**config.mk**
```make
export PLATFORM = sky130hd
export DESIGN_NAME = iob_fifo2axis
export DESIGN_NICKNAME = d
export VERILOG_FILES = /design/src/rtl/iob_fifo2axis.sv
export SDC_FILE = /design/constraint.sdc
export NUM_CORES = 1
export LEC_CHECK = 0
export BUFFER_PORTS_ARGS = -buffer_cell sky130_fd_sc_hd__buf_2
export CAP_MARGIN = 5
export CORE_ASPECT_RATIO = 2
export CORE_MARGIN = 5
export CORE_UTILIZATION = 25
export CTS_CLUSTER_DIAMETER = 30
export CTS_CLUSTER_SIZE = 40
export DETAILED_ROUTE_END_ITERATION = 8
export HOLD_SLACK_MARGIN = 0.08
export PLACE_DENSITY_LB_ADDON = 0.1
export SLEW_MARGIN = 25
export SYNTH_ARGS = -nofsm -noshare
export SYNTH_HDL_FRONTEND = slang
export SYNTH_SLANG_ARGS = --single-unit
```
**constraint.sdc**
```tcl
create_clock -name clk_i -period 7.25 [get_ports clk_i]
set_clock_uncertainty 0.1 [all_clocks]
set_input_delay 1.0875 -clock clk_i [delete_from_list [all_inputs] [get_ports clk_i]]
set_output_delay 1.0875 -clock clk_i [all_outputs]
set_load 0.01 [all_outputs]
```
**src/rtl/iob_fifo2axis.sv**
```systemverilog
// iob_fifo2axis
// Drains a programmed number of words from a synchronous FIFO read port and
// presents them as an AXI-Stream master. A 2-entry output buffer hides the
// FIFO's 1-cycle read latency so the stream can move one word per cycle.
//
// State table:
//   IDLE | waiting for en_i with a non-zero len_i
//   RUN  | fetching from the FIFO and streaming; leaves on the last handshake
//
// Ports:
//   clk_i, arst_i             clock, asynchronous active-high reset
//   cke_i                     clock enable (all state holds when low)
//   rst_i                     synchronous soft reset
//   en_i, len_i               start / fetch enable, words per transfer
//   fifo_r_en_o               FIFO read enable
//   fifo_r_data_i             FIFO read data (valid 1 cycle after read enable)
//   fifo_empty_i              FIFO empty flag
//   axis_tvalid_o/tdata_o/tlast_o, axis_tready_i   stream master
//   busy_o                    transfer in progress
//   done_o                    pulse on the last-word handshake
module iob_fifo2axis #(
   parameter int DATA_W = 32,
   parameter int LEN_W  = 16
) (
   input  logic              clk_i,
   input  logic              arst_i,
   input  logic              cke_i,
   input  logic              rst_i,
   input  logic              en_i,
   input  logic [LEN_W-1:0]  len_i,
   output logic              fifo_r_en_o,
   input  logic [DATA_W-1:0] fifo_r_data_i,
   input  logic              fifo_empty_i,
   output logic              axis_tvalid_o,
   output logic [DATA_W-1:0] axis_tdata_o,
   input  logic              axis_tready_i,
   output logic              axis_tlast_o,
   output logic              busy_o,
   output logic              done_o
);

   typedef enum logic {IDLE = 1'b0, RUN = 1'b1} state_t;

   state_t            state_q, state_d;
   logic [LEN_W-1:0]  fetch_cnt_q, fetch_cnt_d;
   logic [LEN_W-1:0]  send_cnt_q, send_cnt_d;
   logic [DATA_W-1:0] buf0_q, buf0_d;
   logic [DATA_W-1:0] buf1_q, buf1_d;
   logic [1:0]        buf_cnt_q, buf_cnt_d;
   logic              inflight_q, inflight_d;

   logic              accept;
   logic              last_word;
   logic              rd_en;
   logic [1:0]        occ;

   assign axis_tvalid_o = (buf_cnt_q != 2'd0);
   assign axis_tdata_o  = buf0_q;
   assign last_word     = (send_cnt_q == LEN_W'(1));
   assign axis_tlast_o  = axis_tvalid_o & last_word;
   assign busy_o        = (state_q == RUN);

   // A handshake only counts while the block is clocked and not being reset;
   // the downstream consumer shares cke_i and must qualify with it as well.
   assign accept = axis_tvalid_o & axis_tready_i & cke_i & ~rst_i;
   assign done_o = accept & last_word;

   // Words buffered plus the read still in flight; never exceeds 2.
   assign occ = buf_cnt_q + {1'b0, inflight_q};

   // A pop in this cycle frees a slot, so a full buffer can still issue a read
   // and keep the stream at one word per cycle.
   assign rd_en = cke_i & ~rst_i & (state_q == RUN) & en_i & ~fifo_empty_i &
                  (fetch_cnt_q != '0) & ((occ < 2'd2) | accept);
   assign fifo_r_en_o = rd_en;

   always_comb begin
      state_d     = state_q;
      fetch_cnt_d = fetch_cnt_q;
      send_cnt_d  = send_cnt_q;
      buf0_d      = buf0_q;
      buf1_d      = buf1_q;
      buf_cnt_d   = buf_cnt_q;
      inflight_d  = rd_en;

      case (state_q)
         IDLE: begin
            if (en_i && (len_i != '0)) begin
               state_d     = RUN;
               fetch_cnt_d = len_i;
               send_cnt_d  = len_i;
            end
         end
         RUN: begin
            if (rd_en) fetch_cnt_d = fetch_cnt_q - LEN_W'(1);
            if (accept) begin
               send_cnt_d = send_cnt_q - LEN_W'(1);
               if (last_word) state_d = IDLE;
            end
         end
         default: state_d = IDLE;
      endcase

      // buf0 is the head; a push with a simultaneous pop keeps arrival order.
      case ({inflight_q, accept})
         2'b10: begin
            if (buf_cnt_q == 2'd0) buf0_d = fifo_r_data_i;
            else                   buf1_d = fifo_r_data_i;
            buf_cnt_d = buf_cnt_q + 2'd1;
         end
         2'b01: begin
            buf0_d    = buf1_q;
            buf_cnt_d = buf_cnt_q - 2'd1;
         end
         2'b11: begin
            if (buf_cnt_q == 2'd1) begin
               buf0_d = fifo_r_data_i;
            end else begin
               buf0_d = buf1_q;
               buf1_d = fifo_r_data_i;
            end
         end
         default: ;
      endcase
   end

   // In-flight read data is simply dropped by a soft reset.
   always_ff @(posedge clk_i or posedge arst_i) begin
      if (arst_i) begin
         state_q     <= IDLE;
         fetch_cnt_q <= '0;
         send_cnt_q  <= '0;
         buf0_q      <= '0;
         buf1_q      <= '0;
         buf_cnt_q   <= 2'd0;
         inflight_q  <= 1'b0;
      end else if (rst_i) begin
         state_q     <= IDLE;
         fetch_cnt_q <= '0;
         send_cnt_q  <= '0;
         buf0_q      <= '0;
         buf1_q      <= '0;
         buf_cnt_q   <= 2'd0;
         inflight_q  <= 1'b0;
      end else if (cke_i) begin
         state_q     <= state_d;
         fetch_cnt_q <= fetch_cnt_d;
         send_cnt_q  <= send_cnt_d;
         buf0_q      <= buf0_d;
         buf1_q      <= buf1_d;
         buf_cnt_q   <= buf_cnt_d;
         inflight_q  <= inflight_d;
      end
   end

endmodule

```
==> impl_metrics.json <==
{
  "outcome": "completed",
  "path_cells": "inv_1 -> nor2_1 -> and2_1 -> buf_2",
  "layout_common_cells": "nand2_1 (128), dfrtp_1 (100), buf_2 (91), o21ai_0 (56), a21oi_1 (54)",
  "endpoint_kind": "output port",
  "ir_worst_vdd_uv": 98.9,
  "worst-r2r-setup-slack_ns": 4.01,
  "synth.area.top_cells": "dfrtp_1 (49%), nand2_1 (9.4%), o21ai_0 (5.5%), a21oi_1 (5.3%), a22oi_1 (5.3%)",
  "slew_violations": 0,
  "synth-main-ff-cell": "dfrtp_1",
  "slowest_delay_ns": 0.94,
  "yosysTopAreaCellShare_pct": 48.9,
  "cts_tree": "built",
  "gp_congestion": 0.843,
  "clkSinkCount": 100,
  "final_util_pct": 30.2,
  "cts-resized-gates": 0,
  "drtAntennaViolNets": 0,
  "drt-vias-per-instance": 5.01,
  "fp.dieW_um": 111,
  "synth-seq-cells": 100,
  "die-area_mm2": 0.0236,
  "syn_avg_cell_area_um2": 8.63,
  "syn_to_final_growth_pct": 19.5,
  "r2r-start": "busy_o$_DFFE_PP0N_",
  "antenna_found_initial": 0,
  "wire_per_inst_um": 18.8,
  "root_buffer": "clkbuf_16",
  "gr-total-overflow": 0,
  "min_path_cells": 2,
  "crit_path_max_fanout": 24,
  "clock_latency_ns": 0.35,
  "drtIter0Drc": 191,
  "diodes": 0,
  "grt_max_degree": 65,
  "syn-cell-area_mm2": 0.00512,
  "layout-drive-gt1-share_pct": 18.7,
  "ys_seq_area_share_pct": 48.9,
  "async_reset_ff_share_pct": 100,
  "drv_cap": 0,
  "cts_buffer_depth": 2,
  "p_per_area_mw_per_mm2": 208,
  "fin_tns_setup_ns": 0,
  "startpoint_type": "flop",
  "finalCritPeriodShare_pct": 56.7,
  "hold_class": "reg2reg",
  "holdCritStartpoint": "axis_tdata_o[13]$_DFFE_PP0P_",
  "grt_pass1_wl_um": 27400,
  "hold_viol_final": 0,
  "postSynthCellCount": 593,
  "criticalPathCategory": "reg2out",
  "rr_endpoint": "fetch_cnt_q[12]$_DFFE_PP0P_",
  "nets": 729,
  "synth_edf_count": 0,
  "required_ns": 6.06,
  "fp.coreArea_mm2": 0.0203,
  "fp.dieH_um": 212,
  "start_util_pct": 25.2,
  "nFillCells": 2184,
  "tightest_slew_ns": 0.910,
  "critPathSlowestCell": "dfrtp_1",
  "grt_pass1_vias": 4741,
  "syn_nets": 656,
  "fmax_mhz": 243,
  "critPathArrivalTime_ns": 2.93,
  "yosysTopAreaCell": "dfrtp_1",
  "path_clk_slew_ns": 0.07,
  "slew_headroom_pct": 39.3,
  "wl_um": 17600,
  "firstDrtPassIters": 4,
  "drc": 0,
  "hpwl_um": 12700,
  "rows": 74,
  "cts_setup_buffers": 0,
  "via_count": 4694,
  "portBuffers": 91,
  "min_to": "axis_tdata_o[13]$_DFFE_PP0P_",
  "synth.distinct_cells": 53,
  "htree_levels": 3,
  "ctsHoldBuffers": 0,
  "yosysWarnings": 0,
  "track_usage_pct": 14.8,
  "numCtsBuffers": 9,
  "fin_crit_ns": 4.11,
  "r2r_cells": 6,
  "power_leakage_nw": 2.78,
  "setup_violations": 0,
  "ioPinCount": 92,
  "rsz0062_at_grt": "no",
  "mostFrequentLayoutCell": "nand2_1"
}
==> where the power goes <==
part | switching [W] | internal, W
registers | 0.0000304 | 0.000578
clock network | 0.000220 | 0.000241
logic | 0.000131 | 0.0000722
==> routing by layer <==
metal  vias up  global-route usage [%]  routed length, µm
met5         -                       0                  0
met3        21                    2.28                605
met2       116                    28.3               9870
met4         0                    6.01                407
met1      2292                    16.1               6690
li1       2265                       -                  -
==> through the flow <==
step | std cells | hold slack, ns | instance area [µm²] | setup WS (ns) | total power (W)
final | 936 | 0.371 | 6110 | 3.14 | 0.00127
after CTS | 936 | 0.381 | 6110 | 3.10 | 0.00130
after global routing | 936 | 0.394 | 6110 | 3.00 | 0.00134
after detailed placement | 921 | 0.364 | 5850 | 3.29 | 0.000824
after floorplan | 593 | 0.373 | 5120 | 3.44 | 0.000740
after global placement | 921 | 0.356 | 5840 | 3.30 | 0.000823
==> cells in the mapped netlist, types with 3 or more instances <==
| library cell | instances |
|---|---|
| a21oi_1 | 54 |
| clkbuf_1 | 32 |
| a22oi_1 | 36 |
| inv_1 | 17 |
| and2_1 | 5 |
| buf_1 | 4 |
| nand3_1 | 9 |
| nand4_1 | 3 |
| o21ai_0 | 56 |
| a221o_1 | 4 |
| mux2i_1 | 4 |
| nor3_1 | 11 |
| a211o_1 | 3 |
| nand2b_1 | 5 |
| a41oi_1 | 3 |
| ha_1 | 8 |
| nand2_1 | 128 |
| o31ai_1 | 3 |
| nor2_1 | 36 |
| dfrtp_1 | 100 |
| o21ai_1 | 7 |
| nor4_1 | 12 |
| or4_1 | 6 |
| or3_1 | 5 |
| o221ai_1 | 3 |
==> sequential cells by signal, summed over array words and instances (netlist names) <==
signal	count
send_cnt_q	16
buf_cnt_q	2
buf1_q	32
fetch_cnt_q	16
inflight_q	1
busy_o	1
axis_tdata_o	32
==> kinds of logic after synthesis <==
kind of cell    synth area share [%]
fa+ha+maj                       1.96
flops                           48.9
compound gates                  23.1
buf+inv                         4.20
simple gates                    20.5
mux                             1.00
xor+xnor                       0.342
==> area by class of cell <==
cell class / instances / area [µm²] / share of cell area (%)
Clock buffer: 11 / 243 / 3.97
Timing Repair Buffer: 100 / 523 / 8.55
Clock inverter: 4 / 23.8 / 0.389
Multi-Input combinational cell: 438 / 2420 / 39.6
Tap cell: 266 / 333 / 5.44
Inverter: 17 / 66.3 / 1.08
Sequential cell: 100 / 2500 / 40.9
==> worst max-delay path by stage <==
stage | from | to | cells past startpoint
finish | busy_o$_DFFE_PP0N_ | fifo_r_en_o | 4
floorplan | arst_i | axis_tdata_o[0]$_DFFE_PP0P_ | 1
global placement | rst_i | buf1_q[13]$_DFFE_PP0P_ | 8
global route | busy_o$_DFFE_PP0N_ | fifo_r_en_o | 4
detailed placement | rst_i | fifo_r_en_o | 6
CTS | busy_o$_DFFE_PP0N_ | fifo_r_en_o | 4
==> critical path: cells and delay by family (launching register included) <==
kind / cells / cell delay [ns]
and+or+nand+nor: 2 / 0.95
buffers and inverters: 2 / 0.69
DFF: 1 / 0.94
Note: power is estimated with default switching activity, not from simulation.
